File: src/rtl/yc_ctrl_pkg.sv
// Shared types and constants for the 4:4:4 -> 4:2:2 YC converter control path.
package yc_ctrl_pkg;

    localparam int PIX_W_DEF  = 13;
    localparam int LINE_W_DEF = 12;
    localparam int N_LOCK_DEF = 2;

    localparam logic C_SEL_CB = 1'b0;
    localparam logic C_SEL_CR = 1'b1;

    typedef enum logic [1:0] {
        S_WAIT_VS = 2'd0,
        S_MEASURE = 2'd1,
        S_LOCKED  = 2'd2
    } ctrl_state_e;

endpackage

File: src/rtl/yc_timing_meas.sv
// VS/DE edge detection plus saturating pixel/line counters and the measured
// line length / frame line count registers.
module yc_timing_meas
    import yc_ctrl_pkg::*;
#(
    parameter int PIX_W  = PIX_W_DEF,
    parameter int LINE_W = LINE_W_DEF
) (
    input  logic              clk,
    input  logic              reset,
    input  logic              vs_in,
    input  logic              de_in,
    input  logic              count_en,
    output logic              vs_fall,
    output logic              de_fall,
    output logic [PIX_W-1:0]  pix_cnt,
    output logic [LINE_W-1:0] line_total,
    output logic [PIX_W-1:0]  line_len,
    output logic [LINE_W-1:0] frame_lines,
    output logic              frame_start
);

    logic              vs_prev_q, vs_prev_d;
    logic              de_prev_q, de_prev_d;
    logic [PIX_W-1:0]  pix_cnt_q, pix_cnt_d;
    logic [LINE_W-1:0] line_cnt_q, line_cnt_d;
    logic [PIX_W-1:0]  line_len_q, line_len_d;
    logic [LINE_W-1:0] frame_lines_q, frame_lines_d;
    logic              frame_start_q, frame_start_d;

    always_comb begin
        vs_fall = vs_prev_q & ~vs_in;
        de_fall = de_prev_q & ~de_in;
        // A line closing in the same cycle as VS fall belongs to the closing frame.
        line_total = (de_fall && (line_cnt_q != '1)) ? line_cnt_q + LINE_W'(1) : line_cnt_q;

        vs_prev_d     = vs_in;
        de_prev_d     = de_in;
        frame_start_d = vs_fall;
        pix_cnt_d     = pix_cnt_q;
        line_cnt_d    = line_cnt_q;
        line_len_d    = line_len_q;
        frame_lines_d = frame_lines_q;

        if (count_en) begin
            if (de_in && (pix_cnt_q != '1)) begin
                pix_cnt_d = pix_cnt_q + PIX_W'(1);
            end
            if (de_fall) begin
                line_len_d = pix_cnt_q;
                pix_cnt_d  = '0;
                line_cnt_d = line_total;
            end
            if (vs_fall) begin
                frame_lines_d = line_total;
                line_cnt_d    = '0;
            end
        end
    end

    always_ff @(posedge clk or posedge reset) begin
        if (reset) begin
            vs_prev_q     <= 1'b1;
            de_prev_q     <= 1'b0;
            pix_cnt_q     <= '0;
            line_cnt_q    <= '0;
            line_len_q    <= '0;
            frame_lines_q <= '0;
            frame_start_q <= 1'b0;
        end else begin
            vs_prev_q     <= vs_prev_d;
            de_prev_q     <= de_prev_d;
            pix_cnt_q     <= pix_cnt_d;
            line_cnt_q    <= line_cnt_d;
            line_len_q    <= line_len_d;
            frame_lines_q <= frame_lines_d;
            frame_start_q <= frame_start_d;
        end
    end

    assign pix_cnt     = pix_cnt_q;
    assign line_len    = line_len_q;
    assign frame_lines = frame_lines_q;
    assign frame_start = frame_start_q;

endmodule

File: src/rtl/yc_fmt_ctrl.sv
// Control for the YC 4:2:2 converter: frame-aligned config shadowing, Cb/Cr
// select, timing lock FSM and sticky timing errors.
module yc_fmt_ctrl
    import yc_ctrl_pkg::*;
#(
    parameter int PIX_W  = PIX_W_DEF,
    parameter int LINE_W = LINE_W_DEF,
    parameter int N_LOCK = N_LOCK_DEF
) (
    input  logic              clk,
    input  logic              reset,
    input  logic              VS_in,
    input  logic              HS_in,
    input  logic              DE_in,
    input  logic              cfg_cr_first,
    input  logic              cfg_bypass,
    input  logic              err_clr,
    output logic              c_sel,
    output logic              bypass_act,
    output logic              frame_start,
    output logic [PIX_W-1:0]  line_len,
    output logic [LINE_W-1:0] frame_lines,
    output logic              locked,
    output logic              err_odd_len,
    output logic              err_mismatch
);

    localparam int GOOD_W = $clog2(N_LOCK + 1);

    ctrl_state_e       state_q, state_d;
    logic              cr_first_q, cr_first_d;
    logic              bypass_q, bypass_d;
    logic              phase_q, phase_d;
    logic              err_odd_q, err_odd_d;
    logic              err_mm_q, err_mm_d;
    logic              first_line_q, first_line_d;
    logic              match_q, match_d;
    logic [PIX_W-1:0]  ref_len_q, ref_len_d;
    logic [LINE_W-1:0] ref_lines_q, ref_lines_d;
    logic [GOOD_W-1:0] good_q, good_d;

    logic              vs_fall, de_fall, count_en;
    logic [PIX_W-1:0]  pix_cnt;
    logic [LINE_W-1:0] line_total;
    logic              frame_match, err_odd_set, err_mm_set;
    logic [GOOD_W-1:0] good_inc;

    // Line sync carries no information this controller needs.
    logic hs_unused;
    assign hs_unused = HS_in;

    yc_timing_meas #(
        .PIX_W  (PIX_W),
        .LINE_W (LINE_W)
    ) u_meas (
        .clk         (clk),
        .reset       (reset),
        .vs_in       (VS_in),
        .de_in       (DE_in),
        .count_en    (count_en),
        .vs_fall     (vs_fall),
        .de_fall     (de_fall),
        .pix_cnt     (pix_cnt),
        .line_total  (line_total),
        .line_len    (line_len),
        .frame_lines (frame_lines),
        .frame_start (frame_start)
    );

    assign count_en = (state_q != S_WAIT_VS);

    always_comb begin
        state_d      = state_q;
        good_d       = good_q;
        ref_len_d    = ref_len_q;
        ref_lines_d  = ref_lines_q;
        first_line_d = first_line_q;
        match_d      = match_q;
        err_mm_set   = 1'b0;
        good_inc     = good_q + GOOD_W'(1);
        frame_match  = match_q && !(de_fall && !first_line_q && (pix_cnt != ref_len_q));

        case (state_q)
            S_WAIT_VS: begin
                if (vs_fall) begin
                    state_d      = S_MEASURE;
                    first_line_d = 1'b1;
                    match_d      = 1'b1;
                    good_d       = '0;
                end
            end
            S_MEASURE: begin
                if (de_fall) begin
                    if (first_line_q) begin
                        ref_len_d    = pix_cnt;
                        first_line_d = 1'b0;
                    end else if (pix_cnt != ref_len_q) begin
                        match_d = 1'b0;
                    end
                end
                if (vs_fall) begin
                    first_line_d = 1'b1;
                    match_d      = 1'b1;
                    if (frame_match && (line_total != '0)) begin
                        ref_lines_d = line_total;
                        good_d      = good_inc;
                        if (good_inc == GOOD_W'(N_LOCK)) begin
                            state_d = S_LOCKED;
                        end
                    end else begin
                        good_d = '0;
                    end
                end
            end
            S_LOCKED: begin
                if ((de_fall && (pix_cnt != ref_len_q)) ||
                    (vs_fall && (line_total != ref_lines_q))) begin
                    err_mm_set   = 1'b1;
                    good_d       = '0;
                    state_d      = S_MEASURE;
                    first_line_d = 1'b1;
                    // A mid-frame loss taints the rest of this frame; refs restart next frame.
                    match_d      = vs_fall;
                end else if (vs_fall) begin
                    first_line_d = 1'b1;
                    match_d      = 1'b1;
                end
            end
            default: begin
                state_d = S_WAIT_VS;
            end
        endcase
    end

    always_comb begin
        cr_first_d  = vs_fall ? cfg_cr_first : cr_first_q;
        bypass_d    = vs_fall ? cfg_bypass : bypass_q;
        phase_d     = DE_in ? ~phase_q : 1'b0;
        err_odd_set = de_fall && count_en && pix_cnt[0] && !bypass_q;
        // Set wins over a coincident clear.
        err_odd_d   = (err_odd_q & ~err_clr) | err_odd_set;
        err_mm_d    = (err_mm_q & ~err_clr) | err_mm_set;
    end

    always_ff @(posedge clk or posedge reset) begin
        if (reset) begin
            state_q      <= S_WAIT_VS;
            cr_first_q   <= 1'b0;
            bypass_q     <= 1'b0;
            phase_q      <= 1'b0;
            err_odd_q    <= 1'b0;
            err_mm_q     <= 1'b0;
            first_line_q <= 1'b1;
            match_q      <= 1'b1;
            ref_len_q    <= '0;
            ref_lines_q  <= '0;
            good_q       <= '0;
        end else begin
            state_q      <= state_d;
            cr_first_q   <= cr_first_d;
            bypass_q     <= bypass_d;
            phase_q      <= phase_d;
            err_odd_q    <= err_odd_d;
            err_mm_q     <= err_mm_d;
            first_line_q <= first_line_d;
            match_q      <= match_d;
            ref_len_q    <= ref_len_d;
            ref_lines_q  <= ref_lines_d;
            good_q       <= good_d;
        end
    end

    assign c_sel        = bypass_q ? C_SEL_CB : (phase_q ^ cr_first_q);
    assign bypass_act   = bypass_q;
    assign locked       = (state_q == S_LOCKED);
    assign err_odd_len  = err_odd_q;
    assign err_mismatch = err_mm_q;

endmodule
File: config.mk
export PLATFORM = sky130hd
export DESIGN_NAME = yc_fmt_ctrl
export DESIGN_NICKNAME = d
export VERILOG_FILES = /design/src/rtl/yc_ctrl_pkg.sv /design/src/rtl/yc_timing_meas.sv /design/src/rtl/yc_fmt_ctrl.sv
export SDC_FILE = /design/constraint.sdc
export NUM_CORES = 1
export LEC_CHECK = 0
export BUFFER_PORTS_ARGS = -buffer_cell sky130_fd_sc_hd__clkbuf_2
export CAP_MARGIN = 20
export CORE_ASPECT_RATIO = 1.4
export CORE_UTILIZATION = 41
export CTS_BUF_LIST = sky130_fd_sc_hd__clkbuf_8
export CTS_CLUSTER_DIAMETER = 200
export DETAILED_ROUTE_END_ITERATION = 6
export PLACE_DENSITY_LB_ADDON = 0.25
export SETUP_SLACK_MARGIN = 0.15
export SYNTH_ARGS = -nofsm -noshare
export SYNTH_HDL_FRONTEND = slang
export SYNTH_HIERARCHICAL = 1
export SYNTH_SLANG_ARGS = --single-unit
export TNS_END_PERCENT = 1
File: constraint.sdc
create_clock -name clk -period 2.8 [get_ports clk]
set_clock_uncertainty 0.05 [all_clocks]
set_input_delay 0.14 -clock clk [delete_from_list [all_inputs] [get_ports clk]]
set_output_delay 0.14 -clock clk [all_outputs]
set_load 0.02 [all_outputs]
-- Yosys cells after proc, flatten, opt, wreduce, memory -nomap -nowiden
Index checks and enable logic that the tools add are counted.
- memories: 0
- ROM bits: 0
- logic and storage cells: 110
- register bits after elaboration: 89
- bits in latches: 0
- memory bits (writable): 0
- input port bits: 8
- output and inout bits: 31
- add/sub/neg operators: 3
- mux-type cells: 32
- bitwise logic cells: 11
- divide/modulo/power cells: 0
- multiply operators: 0
- magnitude comparators: 0
- reductions and logical operators: 31
- equality and inequality tests: 15
- shifts and indexed selects: 0
- operators with widths (kind ; number):
    two-way mux 12 bit ; 3
    two-way mux 13 bit ; 2
    two-way mux 2 bit ; 9
    two-way mux 1 bit ; 14
    adder 13 x 1 -> 13 bit (second input constant) ; 1
    inequality test 13 bit ; 1
    inequality test 13 bit (second input constant) ; 1
    adder 12 x 1 -> 12 bit (second input constant) ; 1
    inequality test 12 bit ; 1
    inequality test 12 bit (second input constant) ; 1
    case mux 2 bit (3 select lines) ; 2
    nonzero test 12 bit ; 1
    logical AND 1 bit ; 11
    AND reduction 2 bit ; 5
    inequality test 3 x 2 -> 1 bit (second input constant) ; 3
    AND reduction 4 bit ; 2
    inequality test 2 x 1 -> 1 bit (second input constant) ; 3
    case mux 1 bit (3 select lines) ; 2
    AND reduction 3 bit ; 2
    nonzero test 2 bit ; 3
    AND reduction 5 bit ; 1
    AND 1 bit ; 4
    equality test 2 bit (second input constant) ; 2
    inequality test 2 bit (second input constant) ; 2
    other kinds (9) ; 15

-- Logic depth before layout (Yosys ltp)
Gate-level depths: netlist of run 1.
- word-level depth: 10
- mapped depth: 12

-- Hierarchy
Netlist of run 1, hierarchy kept.
- modules (own cells, without submodules) (module ; instances ; area an instance (sq um) ; cells an instance):
    yc_timing_meas ; 1 ; 2860.2 ; 314
    yc_fmt_ctrl ; 1 ; 1993.2 ; 171

-- Worst setup path after synthesis of run 1
Ideal clock, no wire load.
- kind: register to register
- from: reg u_meas.line_cnt_q[0]
- to: reg ref_lines_q[10]
- setup time: 0.125 ns
- path slack: -0.185 ns
- stages on the path, launching flop included: 13
- arrival time: 2.809 ns
- cell sequence: dfrtp_1 ha_1 nand4_1 nor3_1 clkbuf_1 nor3_1 xor2_1 nor4_1 nand3_1 and3_1 o211ai_4 buf_6 mux2_4
- cells in the longest elaborated chain, start to end: 6
- ends and longest elaborated chain (what ; RTL line ; text):
    start: declaration ; yc_timing_meas.sv:26 ; logic [LINE_W-1:0] line_cnt_q, line_cnt_d;
    start signal: assignment ; yc_timing_meas.sv:74 ; line_cnt_q <= line_cnt_d;
    parallel branches: the longest is 2 deep, another holds adder 12 x 1 -> 12 bit ; -- ;
    two-way mux 12 bit (*) ; yc_timing_meas.sv:35 ; line_total = (de_fall && (line_cnt_q != '1)) ? line_cnt_q + LINE_W'(1) : line_cnt_q;
    net line_total[7] ; yc_fmt_ctrl.sv:44 ; logic [LINE_W-1:0] line_total;
    nonzero test 12 bit (*) ; yc_fmt_ctrl.sv:104 ; if (frame_match && (line_total != '0)) begin
    logical AND 1 bit (*) ; yc_fmt_ctrl.sv:104 ;
    AND reduction 3 bit (no source line) (*) ; -- ;
    end signal: assignment ; yc_fmt_ctrl.sv:168 ; ref_lines_q <= ref_lines_d;
    end: declaration ; yc_fmt_ctrl.sv:39 ; logic [LINE_W-1:0] ref_lines_q, ref_lines_d;
Mark *: on every way through the listed nets, which the timed path passes.
A chain may end at the register's enable or synchronous reset.

-- Final worst setup path of run 1
- from: reg u_meas.line_cnt_q[8]
- to: reg ref_lines_q[3]
- cells in the longest elaborated chain, start to end: 6
- ends and longest elaborated chain (what ; RTL line):
    inequality test 12 bit ; yc_timing_meas.sv:35
    logical AND 1 bit ; yc_timing_meas.sv:35
    two-way mux 12 bit ; yc_timing_meas.sv:35
    net line_total[1] ; yc_fmt_ctrl.sv:44
    nonzero test 12 bit ; yc_fmt_ctrl.sv:104
    logical AND 1 bit ; yc_fmt_ctrl.sv:104
    AND reduction 3 bit (no source line) ; --
The timed path passes the listed nets, and every way through them passes these cells.

==> summary.md, run 1 <==
| Metric | Value |
|---|---|
| Antenna diode count | `0` |
| Synthesized instance count | `485` |
| Mean instance size in the synthesized netlist | `10.01 um2` |
| Crit Path Category | `flip-flop to flip-flop` |
| Crit-path cells | `nand4_4 > buf_4 > o41a_1 > mux2_4 > nor4_4 > nand3_2 > and3_4 > o211ai_4 > buf_12 > mux2_4` |
| Maximum number of pins on one net before global-route repair | `37` |
| Number of enable flip-flop cells after synthesis | `0` |
| Crit path depth | `10` |
| Number of sinks driven by the clock tree | `89` |
| Hold path cells | `2` |
| Antenna violations before repair | `0` |
| Area growth syn-to-layout | `30.24%` |
| Vias in the first global route | `4343` |
| Net count after synthesis | `500` |
| CTS tree | `yes` |
| Type of the most critical hold path | `primary input to flip-flop` |
| Startpoint Class | `flip-flop` |
| Drt initial violations | `178` |
| Synthesis-stage register bit count | `89` |
| Total of buffers placed on input and output ports | `37` |
| Average wire length per cell after detail routing | `17.43 um` |
| GRT overflow | `0` |
| Number of placement rows | `46` |
| Inserted Clock Buffers | `9` |
| Top cell types by occurrence after synthesis | `86 x sky130_fd_sc_hd__dfrtp_1, 69 x sky130_fd_sc_hd__nand2_1, 23 x sky130_fd_sc_hd__inv_1, 23 x sky130_fd_sc_hd__xor2_1` |
| Effective utilization at floorplan | `42.37%` |
| Number of distinct standard cells referenced by the synthesized netlist | `62` |
| Gr usage total | `22.78%` |
| Placed wire-length estimate | `9215 um` |
| DR vias/cell | `5.565` |
| Setup slack of the critical path after layout | `-0.1638 ns` |
| Cell seen most often among critical-path stages | `sky130_fd_sc_hd__mux2_4` |
| Most area-consuming cells after synthesis | `sky130_fd_sc_hd__dfrtp_1 44%, sky130_fd_sc_hd__nand2_1 5.3%, sky130_fd_sc_hd__mux2_2 4.6%` |
| Slowest cell on the critical path | `sky130_fd_sc_hd__o41a_1` |
| Category of the worst setup path capture point | `flip-flop` |
| Residual DRC count | `0` |
| Count of antenna-violating nets left after detailed routing | `0` |
| Final weighted congestion in routability-driven placement | `0.8871` |
| Cell accounting for the most synthesized area | `sky130_fd_sc_hd__dfrtp_1` |
| Setup Slack @ Placement | `-0.3095 ns` |
| Minimum clock period | `2.964 ns` |
| Worst-skew pair later-pin latency | `0.37 ns` |
| Total length of routed wires | `13110 um` |
| Buffering stage count on the worst path with inverters included | `2` |
| Clock-pin slew of the registers on the worst-case setup and hold paths | `0.10 ns` |
| Die Footprint | `0.01228 mm2` |
| Core utilization of the finished layout | `55.19%` |
| Failing checks | `negative setup slack` |
| WP data arrival | `3.17 ns` |
| Number of search-and-repair iterations in the first detailed-routing pass | `4` |
| Proportion of synthesized flip-flops having asynchronous set or reset | `100.0%` |
| Count of final hold-check violations | `0` |
| Ys Warns | `6` |
| Crit path largest cell delay | `0.45 ns` |
| Headroom to the max-slew limit | `55.74%` |
| Setup repair after global routing missed its margin | `yes` |
| Total via count after detailed routing | `4185` |
| Leak Pwr | `3.140 nW` |
| Y dimension of the die | `130.7 um` |
| Max rail drop VDD | `0.2947 mV` |
| Number of violations of the max-capacitance limit | `0` |
| Placeable Area | `0.01145 mm2` |
| Die width | `93.96 um` |
| Data required time of the critical path | `3.00 ns` |
| Top achievable clock speed | `0.3374 GHz` |
| Run status | `finished, violations left` |
| Level count of the clock H-tree | `3` |
| Final setup violation count | `16` |
| Critical path peak fanout | `6` |
| Pwr dens | `674.0 mW/mm2` |
| Count of pins on the block boundary | `39` |
| Max-slew violation count | `0` |
| Part of the Yosys area used for sequential elements | `45.97%` |
| Final Cycle Share | `105.8%` |
| Clk root buf | `sky130_fd_sc_hd__clkbuf_8` |
| Transition at the pin with the smallest max-transition slack | `0.6630 ns` |
| Wire length of the first global-routing pass | `21280 um` |
| Post-synthesis instance area | `0.004853 mm2` |
| Dominant cell by count in the synthesized netlist | `sky130_fd_sc_hd__dfrtp_1` |
| Cell family with the largest share of critical-path delay | `simple AND/OR/NAND/NOR gates` |
| Buffer levels on the longest clock path | `2` |
| Fraction of final layout cells sized beyond drive strength 1 | `36.18%` |
| Nets | `619` |
| Number of cells on the worst reg-to-reg path | `10` |
| Area share of the largest cell type after synthesis | `44.34%` |
| Main flop type after synthesis | `sky130_fd_sc_hd__dfrtp_1` |
## cell usage in the layout (no fill, tap or decap), drive strengths merged, types with 20 or more instances in the layout
cell type	netlist	final
clkbuf	12	47
a21oi	21	21
xor2	23	23
inv	25	25
buf	9	87
nand2	69	69
nand3	20	20
mux2	32	32
o21ai	22	22
dfrtp	86	86
## final timing paths
path / start / to / slack (ns)
max: u_meas/line_cnt_q[8]$_DFFE_PP0P_ / ref_lines_q[3]$_DFFE_PP0P_ / -0.16
min: DE_in / phase_q$_DFF_PP0_ / 0.07
max reg2reg: u_meas/line_cnt_q[8]$_DFFE_PP0P_ / ref_lines_q[3]$_DFFE_PP0P_ / -0.16
min reg2reg: phase_q$_DFF_PP0_ / phase_q$_DFF_PP0_ / 0.40
max in group asynchronous: reset / u_meas/vs_prev_q$_DFF_PP1_ / 1.66
min in group asynchronous: reset / u_meas/line_cnt_q[4]$_DFFE_PP0P_ / 0.37
## flip-flops by register name, indices dropped and copies added, names as in the netlist, 2 cells and up
register and cells:
good_q 2, state_q 2, ref_lines_q 12, ref_len_q 13
u_meas/pix_cnt 13, u_meas/line_len 13, u_meas/line_cnt_q 12, u_meas/frame_lines 12
## through the flow
step           area [um2]  hold slack, ns  instances  setup TNS, ns  total power, W
2_1_floorplan        4862         0.09448        485         -1.794        0.002560
3_3_place_gp         5729          0.2061        723         -3.167        0.002999
3_5_place_dp         5729          0.2166        723         -4.262        0.003036
4_1_cts              6220         0.06047        748         -1.237        0.004261
5_1_grt              6321         0.07108        752         -3.698        0.004499
6_report             6321         0.07082        752         -2.201        0.004260
## cell type report
class | count | area [um2]
fillers | 1006 | 5132
flip-flops and latches | 89 | 2232
clock inverters | 5 | 127.6
well taps | 144 | 180.2
clock buffers | 10 | 137.6
repair buffers | 129 | 920.9
inverters | 25 | 93.84
multi-input cells | 350 | 2629
## cells by family after synthesis
family	count (synthesis)	share of synthesized area, %
AOI/OAI and AO/OA	92	13.43
xor gates and xnor gates	34	6.135
adders and majority gates	7	1.805
buffers and inverters	46	3.893
DFF	89	45.97
muxes	36	9.178
and+or+nand+nor	181	19.59
## where the power goes
part / internal [W] / leakage, nW / switching, W
sequential: 0.00150 / 1.19 / 0.000185
combinational: 0.000605 / 1.82 / 0.000792
clock: 0.000703 / 0.129 / 0.000480
## what timing repair did
item / 4_1_cts / 5_1_grt
pin swaps: 16 / 12
hold buffers: 5 / 0
endpoints found under the hold margin: 63 / 0
buffers inserted: 5 / 4
endpoints found under the setup margin: 17 / 17
gates resized for setup: 29 / 17
## worst reg2reg max path: cells and delay by family, from the launching register on
kind	cells	cell delay, ns
mux	2	0.66
compound gates	2	0.58
flops	1	0.43
buf+inv	2	0.37
simple gates	4	0.75
## routing by layer
layer	vias to the layer above	part of all wire [%]	track usage, %
li1	1971	-	-
met1	2078	40	25.25
met2	97	53	41.56
met3	39	2.4	2.546
met4	0	4.4	13.76
met5	-	0	0
No activity file was read; power rests on OpenSTA's default activity.
==> run 2, diff against run 1 <==
- PLACE_DENSITY_LB_ADDON: 0.25 -> unset
==> summary.md, run 2 (synthesis results as in run 1) <==
| Metric | Value |
|---|---|
| Run status | `finished, violations left` |
| Failing checks | `negative setup slack` |
| Core utilization of the finished layout | `54.50% (-0.69 points)` |
| Pwr dens | `630.8 mW/mm2 (-6.4%)` |
| Average wire length per cell after detail routing | `16.20 um (-7.1%)` |
| Slowest cell on the critical path | `sky130_fd_sc_hd__dfrtp_1` |
| Critical path startpoint | `u_meas/line_cnt_q[0]$_DFFE_PP0P_` |
| Crit Path Category | `flip-flop to flip-flop` |
| Count of pins on the block boundary | `39 (unchanged)` |
| Hold wc startpoint | `DE_in` |
| Setup repair after global routing missed its margin | `yes` |
| Cell seen most often among critical-path stages | `sky130_fd_sc_hd__mux2_4` |
| Die width | `93.96 um (unchanged)` |
| Number of placement rows | `46 (unchanged)` |
| Cell family with the largest share of critical-path delay | `simple AND/OR/NAND/NOR gates` |
| Level count of the clock H-tree | `3 (unchanged)` |
| Effective utilization at floorplan | `42.37% (unchanged)` |
| Top achievable clock speed | `0.3339 GHz (-1.0%)` |
| WP data arrival | `3.20 ns (+0.03 ns)` |
| Antenna violations before repair | `0 (unchanged)` |
| Nets | `625 (+0.97%)` |
| Buffer levels on the longest clock path | `2 (unchanged)` |
| Filler cell count | `1028 (+2.2%)` |
| Residual DRC count | `0 (unchanged)` |
| Die Footprint | `0.01228 mm2 (unchanged)` |
| Total of buffers placed on input and output ports | `37 (unchanged)` |
| Data required time of the critical path | `3.01 ns (about the same)` |
| Max-slew violation count | `0 (unchanged)` |
| Final Cycle Share | `107.0% (+1.1 points)` |
| Total length of routed wires | `12300 um (-6.2%)` |
| Inserted Clock Buffers | `9 (unchanged)` |
| Sum of internal, switching and leakage power | `0.003937 W (-7.6%)` |
| Crit-path cells | `ha_2 > nand4_1 > buf_4 > buf_6 > o41a_1 > mux2_4 > nor4_4 > nand3_2 > and3_4 > o211ai_4 > buf_12 > mux2_4` |
| Final weighted congestion in routability-driven placement | `0.9071 (+2.3%)` |
| Leading cell type in the layout, fill and taps excluded | `sky130_fd_sc_hd__buf_4` |
| Clock-pin slew of the registers on the worst-case setup and hold paths | `0.10 ns (about the same)` |
| Startpoint Class | `flip-flop` |
| Max rail drop VDD | `0.2660 mV (-9.7%)` |
| Critical path peak fanout | `5 (-1)` |
| GRT overflow | `0 (unchanged)` |
| Setup slack of the critical path after layout | `-0.1951 ns (-0.03131 ns)` |
| Gr usage total | `22.02% (-0.76 points)` |
| Drt initial violations | `194 (+9.0%)` |
| Crit path largest cell delay | `0.38 ns (-0.07 ns)` |
| Count of final hold-check violations | `0 (unchanged)` |
| Worst flop-to-flop path startpoint | `u_meas/line_cnt_q[0]$_DFFE_PP0P_` |
| Antenna diode count | `0 (unchanged)` |
| Headroom to the max-slew limit | `56.29% (+0.55 points)` |
| Y dimension of the die | `130.7 um (unchanged)` |
| Final setup violation count | `14 (-2)` |
| Vias in the first global route | `4232 (-2.6%)` |
| Transition at the pin with the smallest max-transition slack | `0.6539 ns (-0.009153 ns)` |
| Total via count after detailed routing | `4106 (-1.9%)` |
| Buffering stage count on the worst path with inverters included | `3 (+1)` |
| Number of violations of the max-capacitance limit | `0 (unchanged)` |
| Area growth syn-to-layout | `28.62%` |
| Wire length of the first global-routing pass | `20710 um (-2.7%)` |
| Worst-skew pair later-pin latency | `0.38 ns (about the same)` |
| Category of the worst setup path capture point | `flip-flop` |
| Maximum number of pins on one net before global-route repair | `37 (unchanged)` |
| Count of antenna-violating nets left after detailed routing | `0 (unchanged)` |
| CTS tree | `yes` |
| Leak Pwr | `3.105 nW (-1.1%)` |
| Placeable Area | `0.01145 mm2 (unchanged)` |
| Placed wire-length estimate | `9054 um (-1.8%)` |
| Top library cells by usage in the layout, fill and taps aside | `88 x sky130_fd_sc_hd__buf_4, 86 x sky130_fd_sc_hd__dfrtp_1, 64 x sky130_fd_sc_hd__nand2_1, 37 x sky130_fd_sc_hd__clkbuf_2` |
| Clk root buf | `sky130_fd_sc_hd__clkbuf_8` |
| Type of the most critical hold path | `primary input to flip-flop` |
| Minimum clock period | `2.995 ns (+0.03131 ns)` |
| Number of search-and-repair iterations in the first detailed-routing pass | `4 (unchanged)` |
| Fraction of final layout cells sized beyond drive strength 1 | `35.77% (-0.41 points)` |
| Number of sinks driven by the clock tree | `89 (unchanged)` |
| DR vias/cell | `5.410 (-2.8%)` |
run 2: cell count changes in the layout (fill, tap and decap cells not counted), moves of 2 or more:
| cell | before | now |
|---|---|---|
| sky130_fd_sc_hd__buf_4 | 83 | 88 |
| sky130_fd_sc_hd__bufinv_16 | 4 | 0 |
| sky130_fd_sc_hd__clkinv_4 | 0 | 2 |
| sky130_fd_sc_hd__inv_6 | 0 | 2 |
| sky130_fd_sc_hd__nor3_4 | 2 | 0 |
| sky130_fd_sc_hd__xor2_1 | 20 | 22 |
| sky130_fd_sc_hd__xor2_2 | 3 | 1 |
run 2: worst reg2reg max path, cell delays in order, from the launching register on:
cell,delay (ns)
sky130_fd_sc_hd__dfrtp_1,0.38
sky130_fd_sc_hd__ha_2,0.19
sky130_fd_sc_hd__nand4_1,0.14
sky130_fd_sc_hd__buf_4,0.18
sky130_fd_sc_hd__buf_6,0.11
sky130_fd_sc_hd__o41a_1,0.35
sky130_fd_sc_hd__mux2_4,0.35
sky130_fd_sc_hd__nor4_4,0.23
sky130_fd_sc_hd__nand3_2,0.12
sky130_fd_sc_hd__and3_4,0.20
sky130_fd_sc_hd__o211ai_4,0.13
sky130_fd_sc_hd__buf_12,0.16
sky130_fd_sc_hd__mux2_4,0.29
run 2: power breakdown:
part | leakage [nW] | internal (W) | total [W] | switching, W
combinational | 1.83 | 0.000630 | 0.00144 | 0.000809
sequential | 1.19 | 0.00150 | 0.00167 | 0.000170
clock | 0.0862 | 0.000330 | 0.000832 | 0.000502
total | 3.10 | 0.00246 | 0.00394 | 0.00148
run 2: per-stage QoR:
step	area [um2]	hold slack, ns	setup slack, ns	setup TNS, ns	cells
floorplan	4862	0.09448	-0.1534	-1.794	485
global placement	5764	0.1936	-0.2900	-3.844	726
detailed placement	5764	0.2084	-0.3523	-4.438	726
CTS	6145	0.1612	-0.1961	-2.909	757
global route	6242	0.2066	-0.3112	-4.324	759
finish	6242	0.1620	-0.1951	-2.253	759
run 2: layer usage:
metal / part of all wire [%] / vias to the layer above / global-route usage (%)
met5: 0 / - / 0
met1: 41 / 2008 / 24.31
met3: 2.8 / 30 / 3.704
met4: 3.3 / 0 / 9.955
li1: - / 1987 / -
met2: 53 / 81 / 40.96
run 2: worst paths after layout:
kind | end | slack, ns | cells past startpoint
max in group asynchronous | u_meas/frame_lines[1]$_DFFE_PP0P_ | 1.54 | 4
min | u_meas/pix_cnt[0]$_DFFE_PP0P_ | 0.16 | 4
max | ref_lines_q[6]$_DFFE_PP0P_ | -0.20 | 12
min reg2reg | phase_q$_DFF_PP0_ | 0.41 | 1
max reg2reg | ref_lines_q[6]$_DFFE_PP0P_ | -0.20 | 12
min in group asynchronous | u_meas/pix_cnt[10]$_DFFE_PP0P_ | 0.35 | 3
run 2: area by class of cell:
type	instances	area [um2]	area share [%]
Clock inverter	7	55.05	0.8819
Timing Repair Buffer	135	968.4	15.51
Multi-Input combinational cell	350	2590	41.49
Sequential cell	89	2231	35.74
Tap cell	144	180.2	2.886
Clock buffer	9	123.9	1.984
Inverter	25	93.84	1.503
run 2: what timing repair did:
action	in CTS	in global routing
pin swaps	15	10
buffers inserted	9	2
hold buffers	6	0
setup endpoints to repair	17	17
resized for setup	18	19
hold endpoints to repair	67	0
